## src/rtl/sram_checker_pkg.sv

```systemverilog
// Shared types and defaults for the SRAM result checker.
// Holds the sweep FSM states, default widths and compare-mode encodings.
package sram_checker_pkg;

  typedef enum logic [1:0] {
    StIdle,
    StSweep,
    StDrain,
    StDone
  } state_e;

  localparam int unsigned DEF_DATA_W       = 32;
  localparam int unsigned DEF_ADDR_W       = 16;
  localparam int unsigned DEF_DEPTH        = 480;
  localparam int unsigned DEF_REGION_SPLIT = 240;
  localparam int unsigned DEF_NUM_CH       = 2;
  localparam int unsigned DEF_CNT_W        = 16;

  localparam logic CMP_EXACT = 1'b0;
  localparam logic CMP_TOL   = 1'b1;

endpackage

```

## src/rtl/sram_result_checker_cmp_lane.sv

```systemverilog
// Single-channel comparator: exact bitwise equality or signed |dut-gold| <= tol.
// Purely combinational; one instance per result channel.
module sram_cmp_lane
  import sram_checker_pkg::*;
#(
  parameter int unsigned DATA_W = DEF_DATA_W
) (
  input  logic [DATA_W-1:0] dut,
  input  logic [DATA_W-1:0] gold,
  input  logic              mode,
  input  logic [DATA_W-1:0] tol,
  output logic              mismatch
);

  logic [DATA_W:0] diff;
  logic [DATA_W:0] mag;

  always_comb begin
    // One extra bit so the difference of two extreme values cannot wrap.
    diff = {dut[DATA_W-1], dut} - {gold[DATA_W-1], gold};
    mag  = diff[DATA_W] ? -diff : diff;
    if (mode == CMP_EXACT) begin
      mismatch = (dut != gold);
    end else begin
      mismatch = (mag > {1'b0, tol});
    end
  end

endmodule

```

## config.mk

```make
export PLATFORM = sky130hd
export DESIGN_NAME = sram_cmp_lane
export DESIGN_NICKNAME = d
export VERILOG_FILES = /design/src/rtl/sram_checker_pkg.sv /design/src/rtl/sram_result_checker_cmp_lane.sv
export SDC_FILE = /design/constraint.sdc
export NUM_CORES = 1
export LEC_CHECK = 0
export CAP_MARGIN = 20
export CORE_UTILIZATION = 50
export DETAILED_ROUTE_END_ITERATION = 6
export PLACE_DENSITY = 0.83
export SYNTH_ARGS = -nofsm -noshare
export SYNTH_HDL_FRONTEND = slang
export SYNTH_SLANG_ARGS = --single-unit
```

## constraint.sdc

```tcl
create_clock -name vclk -period 13.1
set_clock_uncertainty 0.1 [all_clocks]
set_input_delay 2.62 -clock vclk [all_inputs]
set_output_delay 2.62 -clock vclk [all_outputs]
set_load 0.02 [all_outputs]
```

==> run_results.csv, run 1 <==
group,metric,value,unit
worst_setup_path,critPathMaxFanout,12,
routing,overall_routed_net_length,10800,um
cts,postCtsHoldBufs,0,
cells_and_area,fin_nets,826,
floorplanning,row_count,32,
timing,setup_tns,0,ns
routing,ant_nets,0,
routing,dr.pass1.iters,5,
routing,first_iter_violations,292,
cells_and_area,clock_buffer_count,0,
cells_and_area,sequential_cell_total,0,
global_route,track_usage,26.0,%
cts,cts_post_setup_buffers_inserted,0,
routing,drc_errors,0,
routing,detail_route.wirelength.met1,5160,um
floorplanning,die_area,8270,um2
synthesis,synth.distinct_cells,83,
cts,ctsResizeCount,0,
routing,detailroute.wirelength.met3,636,um
worst_setup_path,crit_slowest_cell,"a2bb2oi_1",
cells_and_area,syn_to_final_growth,25.8,%
worst_setup_path,cp-end-kind,"output port",
timing,period_needed,11.28,ns
routing,detailroute.via_count,4489,
global_route,first_pass_grt_wire_length,18500,um
place,routabilityCongestion,0.950,
timing,setup_viols_final,0,
cells_and_area,layout.area.seq,0,um2
global_route,grt_pass1_vias,4162,
worst_setup_path,timing.critical_path.arrival,8.56,ns
status,outcome,"finished clean",
place,dp_worst_setup_slack,1.88,ns
timing,transition_time_at_the_pin_with_the_least_slew_margin,0.929,ns
cells_and_area,fillerInstances,716,
timing,max-slew-margin-rel,37.9,%
synthesis,syn_area,3960,um2
timing,final.setup.worst_slack,1.82,ns
job,timing.max_cap.violations,0,
worst_setup_path,crit_required,10.38,ns
synthesis,synth_fp_nets,742,
worst_setup_path,timing.setup.critical_path_class,"primary input to output port",
timing,grt_setup_unrepaired,"false",
synthesis,yosys_warn_count,0,
synthesis,cell_count_after_synthesis,579,
timing,finalHoldWorstSlack,6.67,ns
floorplanning,ioPinCount,98,
cells_and_area,layout-drive-gt1-share,5.45,%
routing,highest_layer,"met4",
timing,finalMaxSlewViolations,0,
worst_setup_path,critPathLaunchType,"primary input",
timing,period_share,86.1,%
power,ir_worst_vdd,0.0254,mV
floorplanning,coreArea,7690,um2
global_route,grt_max_degree,22,
place,dp_hpwl,9310,um
worst_setup_path,cell_occurring_most_often_along_the_worst_timing_path,"nor2_1",
routing,drt-vias-per-instance,5.88,
place,io_buffers,98,
routing,drt-wirelength-per-cell,14.1,um
worst_setup_path,worst_path_largest_cell_delay,0.78,ns
power,power_density,61.0,nW/um2
global_route,number_of_antenna_violations_at_the_first_check_in_global_routing,0,
cells_and_area,finish.cell_count_without_fillers,763,
cells_and_area,multiInputGateArea,3590,um2
worst_hold_path,hold_path_class,"primary input to output port",
routing,wl_met2,4890,um
floorplanning,fp.dieW,91.0,um
synthesis,synthesis.area_per_instance,6.84,um2
cells_and_area,number_of_antenna_diodes,0,
timing,finalHoldViolCount,0,
floorplanning,initial_core_util,51.5,%
worst_setup_path,cp_cell_sequence,"clkdlybuf4s50_1 -> inv_1 -> ha_1 -> nand4_1 -> a2111oi_0 -> o21ai_0 -> a21boi_1 -> nor2_1 -> nor2_1 -> a2bb2oi_1 -> nor2_1 -> xor2_1 -> ha_1 -> nand4_1 -> nor4_1 -> a21oi_1 -> o211ai_1 -> a21oi_1 -> o221ai_1 -> a221oi_1 -> o31ai_1 -> a31o_1 -> clkdlybuf4s50_1",
place,dpl.cell_count,763,
synthesis,synth_seq_area_share,0,%
global_route,globalRoute.totalOverflow,0,
worst_hold_path,worstHoldPathCells,5,
floorplanning,die_height,91.0,um
timing,max_clock_freq,88.7,MHz
power,p_leak,2.25,nW
==> critical path, delay by kind of cell <==
kind	cells	cell delay, ns
compound gates	11	2.82
xor+xnor	1	0.19
fa+ha+maj	2	0.77
simple gates	6	1.05
buf+inv	3	1.12
==> power by group <==
part	switching (mW)	leakage, nW	internal (mW)
Combinational	0.164	2.25	0.139
Sequential	0	0	0
Clock	0	0	0
Total	0.164	2.25	0.139
==> cells by family (layout without fill, tap and decap cells) <==
| family | Yosys count | after routing | synth area share [%] |
|---|---|---|---|
| xor+xnor | 45 | 45 | 10.1 |
| simple gates | 187 | 187 | 25.2 |
| mux | 4 | 4 | 1.07 |
| compound gates | 188 | 188 | 33.3 |
| buf+inv | 89 | 171 | 9.26 |
| fa+ha+maj | 66 | 66 | 21.1 |
==> Yosys cell counts (all sizes together), types with 3 or more instances <==
| master | number | area, um2 |
|---|---|---|
| inv | 72 | 270 |
| ha | 65 | 813 |
| nand2 | 54 | 203 |
| a21oi | 50 | 269 |
| o21ai | 41 | 205 |
| nor2 | 40 | 153 |
| xnor2 | 30 | 263 |
| a21o | 23 | 175 |
| nand4 | 19 | 119 |
| xor2 | 15 | 139 |
| clkbuf | 12 | 65.1 |
| or3 | 12 | 92.6 |
| nor3 | 10 | 50.1 |
| o211ai | 10 | 80.1 |
| nand3 | 9 | 50.1 |
| o21a | 9 | 68.8 |
| and4 | 7 | 63.8 |
| nand2b | 7 | 46.3 |
| and2 | 6 | 38.8 |
| a31oi | 5 | 31.3 |
| and3 | 5 | 32.5 |
| buf | 5 | 31.3 |
| nor4 | 5 | 46.3 |
| o31ai | 5 | 37.5 |
| nor2b | 4 | 25.0 |
| o2111ai | 4 | 35.0 |
| a2111oi | 3 | 45.1 |
| a22oi | 3 | 36.3 |
| a31o | 3 | 26.3 |
| o221ai | 3 | 26.3 |
| o41ai | 3 | 41.3 |
==> cell usage in the layout, fill, tap and decap left out, drive strengths merged, types with 12 or more instances in the layout <==
cell type      netlist  final
inv                 72     72
xnor2               30     30
a21o                23     23
clkdlybuf4s50        0     98
or3                 12     12
nand2               54     54
ha                  65     65
xor2                15     15
a21oi               50     50
nor2                40     40
o21ai               41     41
nand4               19     19
==> metrics by stage <==
stage / utilization, % / area (um2) / total power [mW]
2_1_floorplan: - / 3960 / 0.221
3_3_place_gp: 64.7 / 4980 / 0.291
3_5_place_dp: 64.7 / 4980 / 0.301
4_1_cts: 64.7 / 4980 / 0.302
5_1_grt: 64.7 / 4980 / 0.340
6_report: 64.7 / 4980 / 0.304
==> path summary, 6_finish.rpt <==
| path | start | to | slack, ns |
|---|---|---|---|
| min | mode | mismatch | 6.67 |
| max | gold[15] | mismatch | 1.82 |
==> metal layers <==
layer	vias to the layer above	GRT usage (%)
met5	-	0
met4	0	1.59
met3	5	0.838
met2	162	44.6
met1	2031	37.5
li1	2291	-
==> final cells by class <==
cell class,count,area share [%]
Inverter,72,5.43
Multi-Input combinational cell,490,72.1
Tap cell,102,2.56
Timing Repair Buffer,99,19.9
Power figures use the tool's default switching activity.
==> inputs of run 2 (changes only) <==
--- a/config.mk
+++ b/config.mk
@@ -5,10 +5,12 @@
 export SDC_FILE = /design/constraint.sdc
 export NUM_CORES = 1
 export LEC_CHECK = 0
+export ABC_CLOCK_PERIOD_IN_PS = 13100
 export CAP_MARGIN = 20
-export CORE_UTILIZATION = 50
+export CORE_UTILIZATION = 53
 export DETAILED_ROUTE_END_ITERATION = 6
-export PLACE_DENSITY = 0.83
+export PLACE_DENSITY = 0.87
+export SETUP_SLACK_MARGIN = 0.3
 export SYNTH_ARGS = -nofsm -noshare
 export SYNTH_HDL_FRONTEND = slang
 export SYNTH_SLANG_ARGS = --single-unit
==> run 2 against run 1 <==
Setup slack got worse by 0.14 ns. Utilization up 3.8 points. Final area about the same. Routed wire length is 3.4% higher. Fmax down 1.2%. Total power up 0.98%. Via count grew 1.9%. Die area down 5.5%. Critical path depth increased by 1. First-iteration DRC count decreased by 25%. Worst hold slack improved by 0.010 ns.
==> run_results.csv, run 2 (synthesis results as in run 1) <==
group,metric,value,unit
floorplanning,die_area,7820,um2
global_route,number_of_antenna_violations_at_the_first_check_in_global_routing,0,
worst_hold_path,worst_hold_path.endpoint,"mismatch",
status,outcome,"finished clean",
routing,dr.pass1.iters,5,
power,power_density,61.7,nW/um2
routing,drc_errors,0,
worst_setup_path,crit_required,10.38,ns
cells_and_area,sequential_cell_total,0,
cells_and_area,final_common_cell,"clkdlybuf4s50_1",
power,seqPwrFrac,0,%
power,pwr-share-clk,0,%
power,p_leak,2.25,nW
routing,overall_routed_net_length,11100,um
cells_and_area,number_of_antenna_diodes,0,
worst_setup_path,cp_cell_sequence,"clkdlybuf4s50_1 -> inv_1 -> ha_1 -> fa_1 -> nand2b_1 -> a21oi_1 -> o21ai_0 -> a21boi_1 -> nor2_1 -> nor2_1 -> a2bb2oi_1 -> nor2_1 -> xor2_1 -> ha_1 -> nand4_1 -> nor4_1 -> a21oi_1 -> o211ai_1 -> a21oi_1 -> o221ai_1 -> a221oi_1 -> o31ai_1 -> a31o_1 -> clkdlybuf4s50_1",
place,placed_area,4970,um2
timing,finalHoldViolCount,0,
routing,drt-vias-per-instance,6.02,
timing,grt_setup_unrepaired,"false",
power,combPwrFrac,100.0,%
timing,period_share,87.1,%
cells_and_area,layout.area.seq,0,um2
place,dp_hpwl,9650,um
timing,finalMaxSlewViolations,0,
timing,finalHoldWorstSlack,6.68,ns
worst_setup_path,timing.critical_path.arrival,8.69,ns
routing,detailroute.via_count,4575,
power,power.total,307,uW
timing,setup_viols_final,0,
global_route,grt_pass1_vias,4313,
power,power.switching_fraction,54.4,%
cts,ctsResizeCount,0,
cts,cts_post_setup_buffers_inserted,0,
routing,first_iter_violations,220,
place,routabilityCongestion,0.928,
worst_setup_path,crit_slowest_cell,"a2bb2oi_1",
floorplanning,initial_core_util,54.6,%
cells_and_area,highest_count_cells_in_the_layout_ignoring_fill_and_taps,"98 x clkdlybuf4s50_1, 72 x inv_1, 65 x ha_1",
floorplanning,ioPinCount,98,
timing,max-slew-margin-rel,36.4,%
routing,ant_nets,0,
routing,drt-wirelength-per-cell,14.6,um
worst_setup_path,worst_path_largest_cell_delay,0.79,ns
global_route,grt_max_degree,22,
worst_setup_path,critPathLaunchType,"primary input",
floorplanning,coreArea,7250,um2
power,intPower,140,uW
worst_setup_path,timing.setup.critical_path_class,"primary input to output port",
timing,period_needed,11.41,ns
cells_and_area,clock_buffer_count,0,
cells_and_area,fillerInstances,653,
job,timing.max_cap.violations,0,
worst_setup_path,cp-end-kind,"output port",
floorplanning,fp.dieW,88.4,um
floorplanning,row_count,31,
cells_and_area,syn_to_final_growth,25.7,%
cts,postCtsHoldBufs,0,
worst_setup_path,critPathMaxFanout,12,
cells_and_area,multiInputGateArea,3590,um2
worst_hold_path,hold_path_class,"primary input to output port",
timing,final.setup.worst_slack,1.69,ns
cells_and_area,fin_nets,826,
timing,transition_time_at_the_pin_with_the_least_slew_margin,0.950,ns
power,ir_worst_vdd,0.0249,mV
place,io_buffers,98,
global_route,globalRoute.totalOverflow,0,
worst_hold_path,hold_start,"tol[29]",
global_route,track_usage,28.6,%
cells_and_area,layout-drive-gt1-share,5.45,%
place,dp_worst_setup_slack,1.82,ns
timing,setup_tns,0,ns
global_route,first_pass_grt_wire_length,18500,um
worst_hold_path,worstHoldPathCells,7,
cells_and_area,post-route-cell-area,4970,um2
timing,max_clock_freq,87.6,MHz
power,power_switching,167,uW
floorplanning,die_height,88.4,um
run 2: cell counts in the layout (fill, tap and decap cells not counted):
No cell type changed its count.
run 2: stage by stage:
stage                     std cells  util, %
after floorplan                 579        -
after global placement          760     68.6
after detailed placement        760     68.6
after CTS                       760     68.6
after global routing            760     68.6
final                           760     68.6
run 2: cell type report:
type,instances,area share [%]
multi-input combinational,490,72.2
timing repair buffer,99,19.9
inverter,72,5.43
tap,99,2.49
run 2: worst max path at each step:
stage | slack, ns | cells after the start | from | to
floorplan | 3.54 | 20 | dut[0] | mismatch
global placement | 2.01 | 24 | dut[0] | mismatch
detailed placement | 1.82 | 24 | dut[0] | mismatch
CTS | 1.79 | 24 | dut[0] | mismatch
global route | 1.17 | 24 | dut[0] | mismatch
finish | 1.69 | 24 | dut[0] | mismatch
run 2: critical path, delay by kind of cell:
family | cells | cell delay [ns]
AOI/OAI and AO/OA | 11 | 2.77
buffers and inverters | 3 | 1.08
adders and majority gates | 3 | 0.91
xor gates and xnor gates | 1 | 0.19
and+or+nand+nor | 6 | 1.10
run 2: power by group through the flow:
stage | sequential (mW) | clock (mW) | combinational (mW)
final | 0 | 0 | 0.307
after global routing | 0 | 0 | 0.343
after CTS | 0 | 0 | 0.304
after detailed placement | 0 | 0 | 0.302
after global placement | 0 | 0 | 0.291
after floorplan | 0 | 0 | 0.221
run 2: layer usage:
layer	vias to the layer above	track usage, %	routed length (um)
li1	2288	-	-
met2	175	50.1	5050
met5	-	0	0
met3	21	0.840	627
met1	2091	38.9	5210
met4	0	6.30	235
==> inputs of run 3 (changes only) <==
--- a/config.mk
+++ b/config.mk
@@ -10,7 +10,9 @@
 export CORE_UTILIZATION = 53
 export DETAILED_ROUTE_END_ITERATION = 6
 export PLACE_DENSITY = 0.87
+export RECOVER_POWER = 25
 export SETUP_SLACK_MARGIN = 0.3
+export SLEW_MARGIN = 20
 export SYNTH_ARGS = -nofsm -noshare
 export SYNTH_HDL_FRONTEND = slang
 export SYNTH_SLANG_ARGS = --single-unit
==> run 3 against run 2 <==
Critical path depth unchanged. Global-route usage unchanged. Sequential cell count unchanged. Setup slack got worse by 0.17 ns. Final cell count is the same. Non-clock buffer count unchanged. Die area did not move. Worst hold slack hardly changed. Critical endpoint unchanged.
==> run_results.csv, run 3 (synthesis results as in run 1) <==
group,metric,value,unit
global_route,grt_max_degree,22,
timing,final.setup.worst_slack,1.52,ns
power,power.total,307,uW
global_route,number_of_antenna_violations_at_the_first_check_in_global_routing,0,
worst_setup_path,timing.critical_path.arrival,8.86,ns
floorplanning,ioPinCount,98,
timing,setup_tns,0,ns
cts,ctsResizeCount,0,
timing,finalMaxSlewViolations,0,
worst_setup_path,cp-end-kind,"output port",
routing,overall_routed_net_length,11100,um
timing,transition_time_at_the_pin_with_the_least_slew_margin,0.975,ns
cts,cts_post_setup_buffers_inserted,0,
timing,grt_setup_unrepaired,"false",
power,seqPwrFrac,0,%
global_route,grt_pass1_vias,4313,
floorplanning,coreArea,7250,um2
place,routabilityCongestion,0.928,
power,intPower,140,uW
worst_setup_path,timing.setup.critical_path_class,"primary input to output port",
cells_and_area,fillerInstances,653,
power,power_switching,167,uW
timing,finalHoldWorstSlack,6.68,ns
place,io_buffers,98,
cells_and_area,highest_count_cells_in_the_layout_ignoring_fill_and_taps,"98 x clkdlybuf4s50_1, 72 x inv_1, 65 x ha_1",
worst_setup_path,crit_required,10.38,ns
cells_and_area,fin_nets,826,
timing,period_needed,11.58,ns
global_route,globalRoute.totalOverflow,0,
routing,first_iter_violations,221,
timing,max-slew-margin-rel,34.7,%
floorplanning,row_count,31,
worst_setup_path,critPathLaunchType,"primary input",
cells_and_area,final_common_cell,"clkdlybuf4s50_1",
cells_and_area,post-route-cell-area,4970,um2
power,combPwrFrac,100.0,%
cells_and_area,layout.area.seq,0,um2
power,pwr-share-clk,0,%
routing,drt-vias-per-instance,5.97,
timing,max_clock_freq,86.4,MHz
global_route,track_usage,28.6,%
power,p_leak,2.25,nW
job,timing.max_cap.violations,0,
status,outcome,"finished clean",
power,power_density,61.7,nW/um2
cells_and_area,layout-drive-gt1-share,5.45,%
routing,dr.pass1.iters,5,
timing,finalHoldViolCount,0,
worst_setup_path,critPathMaxFanout,12,
routing,detailroute.via_count,4540,
floorplanning,initial_core_util,54.6,%
cells_and_area,clock_buffer_count,0,
place,placed_area,4970,um2
floorplanning,die_height,88.4,um
power,power.switching_fraction,54.4,%
floorplanning,fp.dieW,88.4,um
power,ir_worst_vdd,0.0249,mV
cts,postCtsHoldBufs,0,
floorplanning,die_area,7820,um2
timing,setup_viols_final,0,
cells_and_area,sequential_cell_total,0,
routing,drc_errors,0,
cells_and_area,syn_to_final_growth,25.7,%
global_route,first_pass_grt_wire_length,18500,um
routing,drt-wirelength-per-cell,14.6,um
worst_hold_path,hold_path_class,"primary input to output port",
timing,period_share,88.4,%
place,dp_hpwl,9650,um
cells_and_area,number_of_antenna_diodes,0,
routing,ant_nets,0,
place,dp_worst_setup_slack,1.82,ns
[run 3: cell counts in the layout (fill, tap and decap cells not counted)]
Identical to the previous run, type by type.
[run 3: metal layers]
metal | wire, um | vias to the layer above | global-route usage (%)
met5 | 0 | - | 0
met1 | 5230 | 2066 | 38.9
met4 | 213 | 0 | 6.30
met3 | 598 | 17 | 0.840
met2 | 5060 | 169 | 50.1
li1 | - | 2288 | -
[run 3: critical path: stages]
cell and delay [ns]:
clkdlybuf4s50_1 0.45, inv_1 0.04, ha_1 0.19, fa_1 0.40
nand2b_1 0.20, a21oi_1 0.30, o21ai_0 0.24, a21boi_0 0.51
nor2_1 0.10, nor2_1 0.15, a2bb2oi_1 0.81, nor2_1 0.14
xor2_1 0.20, ha_1 0.32, nand4_1 0.12, nor4_1 0.41
a21oi_1 0.14, o211ai_1 0.12, a21oi_1 0.09, o221ai_1 0.21
a221oi_1 0.12, o31ai_1 0.25, a31o_1 0.13, clkdlybuf4s50_1 0.59
[run 3: worst paths after layout]
kind / startpoint / end / depth (start not counted)
hold / removal: tol[29] / mismatch / 7
setup / recovery: dut[0] / mismatch / 24
[run 3: layout make-up]
type / instances / area (um2) / area share (%)
tap: 99 / 124 / 2.49
multi-input combinational: 490 / 3590 / 72.2
inverter: 72 / 270 / 5.43
timing repair buffer: 99 / 988 / 19.9
[run 3: stage by stage]
stage / instances / utilization (%)
final: 760 / 68.6
after global routing: 760 / 68.6
after CTS: 760 / 68.6
after detailed placement: 760 / 68.6
after global placement: 760 / 68.6
after floorplan: 579 / -
[run 3: power by group through the flow]
| stage | Combinational (mW) | Sequential (mW) | Clock, mW |
|---|---|---|---|
| 3_3_place_gp | 0.291 | 0 | 0 |
| 3_5_place_dp | 0.302 | 0 | 0 |
| 2_1_floorplan | 0.221 | 0 | 0 |
| 4_1_cts | 0.304 | 0 | 0 |
| 6_report | 0.307 | 0 | 0 |
| 5_1_grt | 0.343 | 0 | 0 |
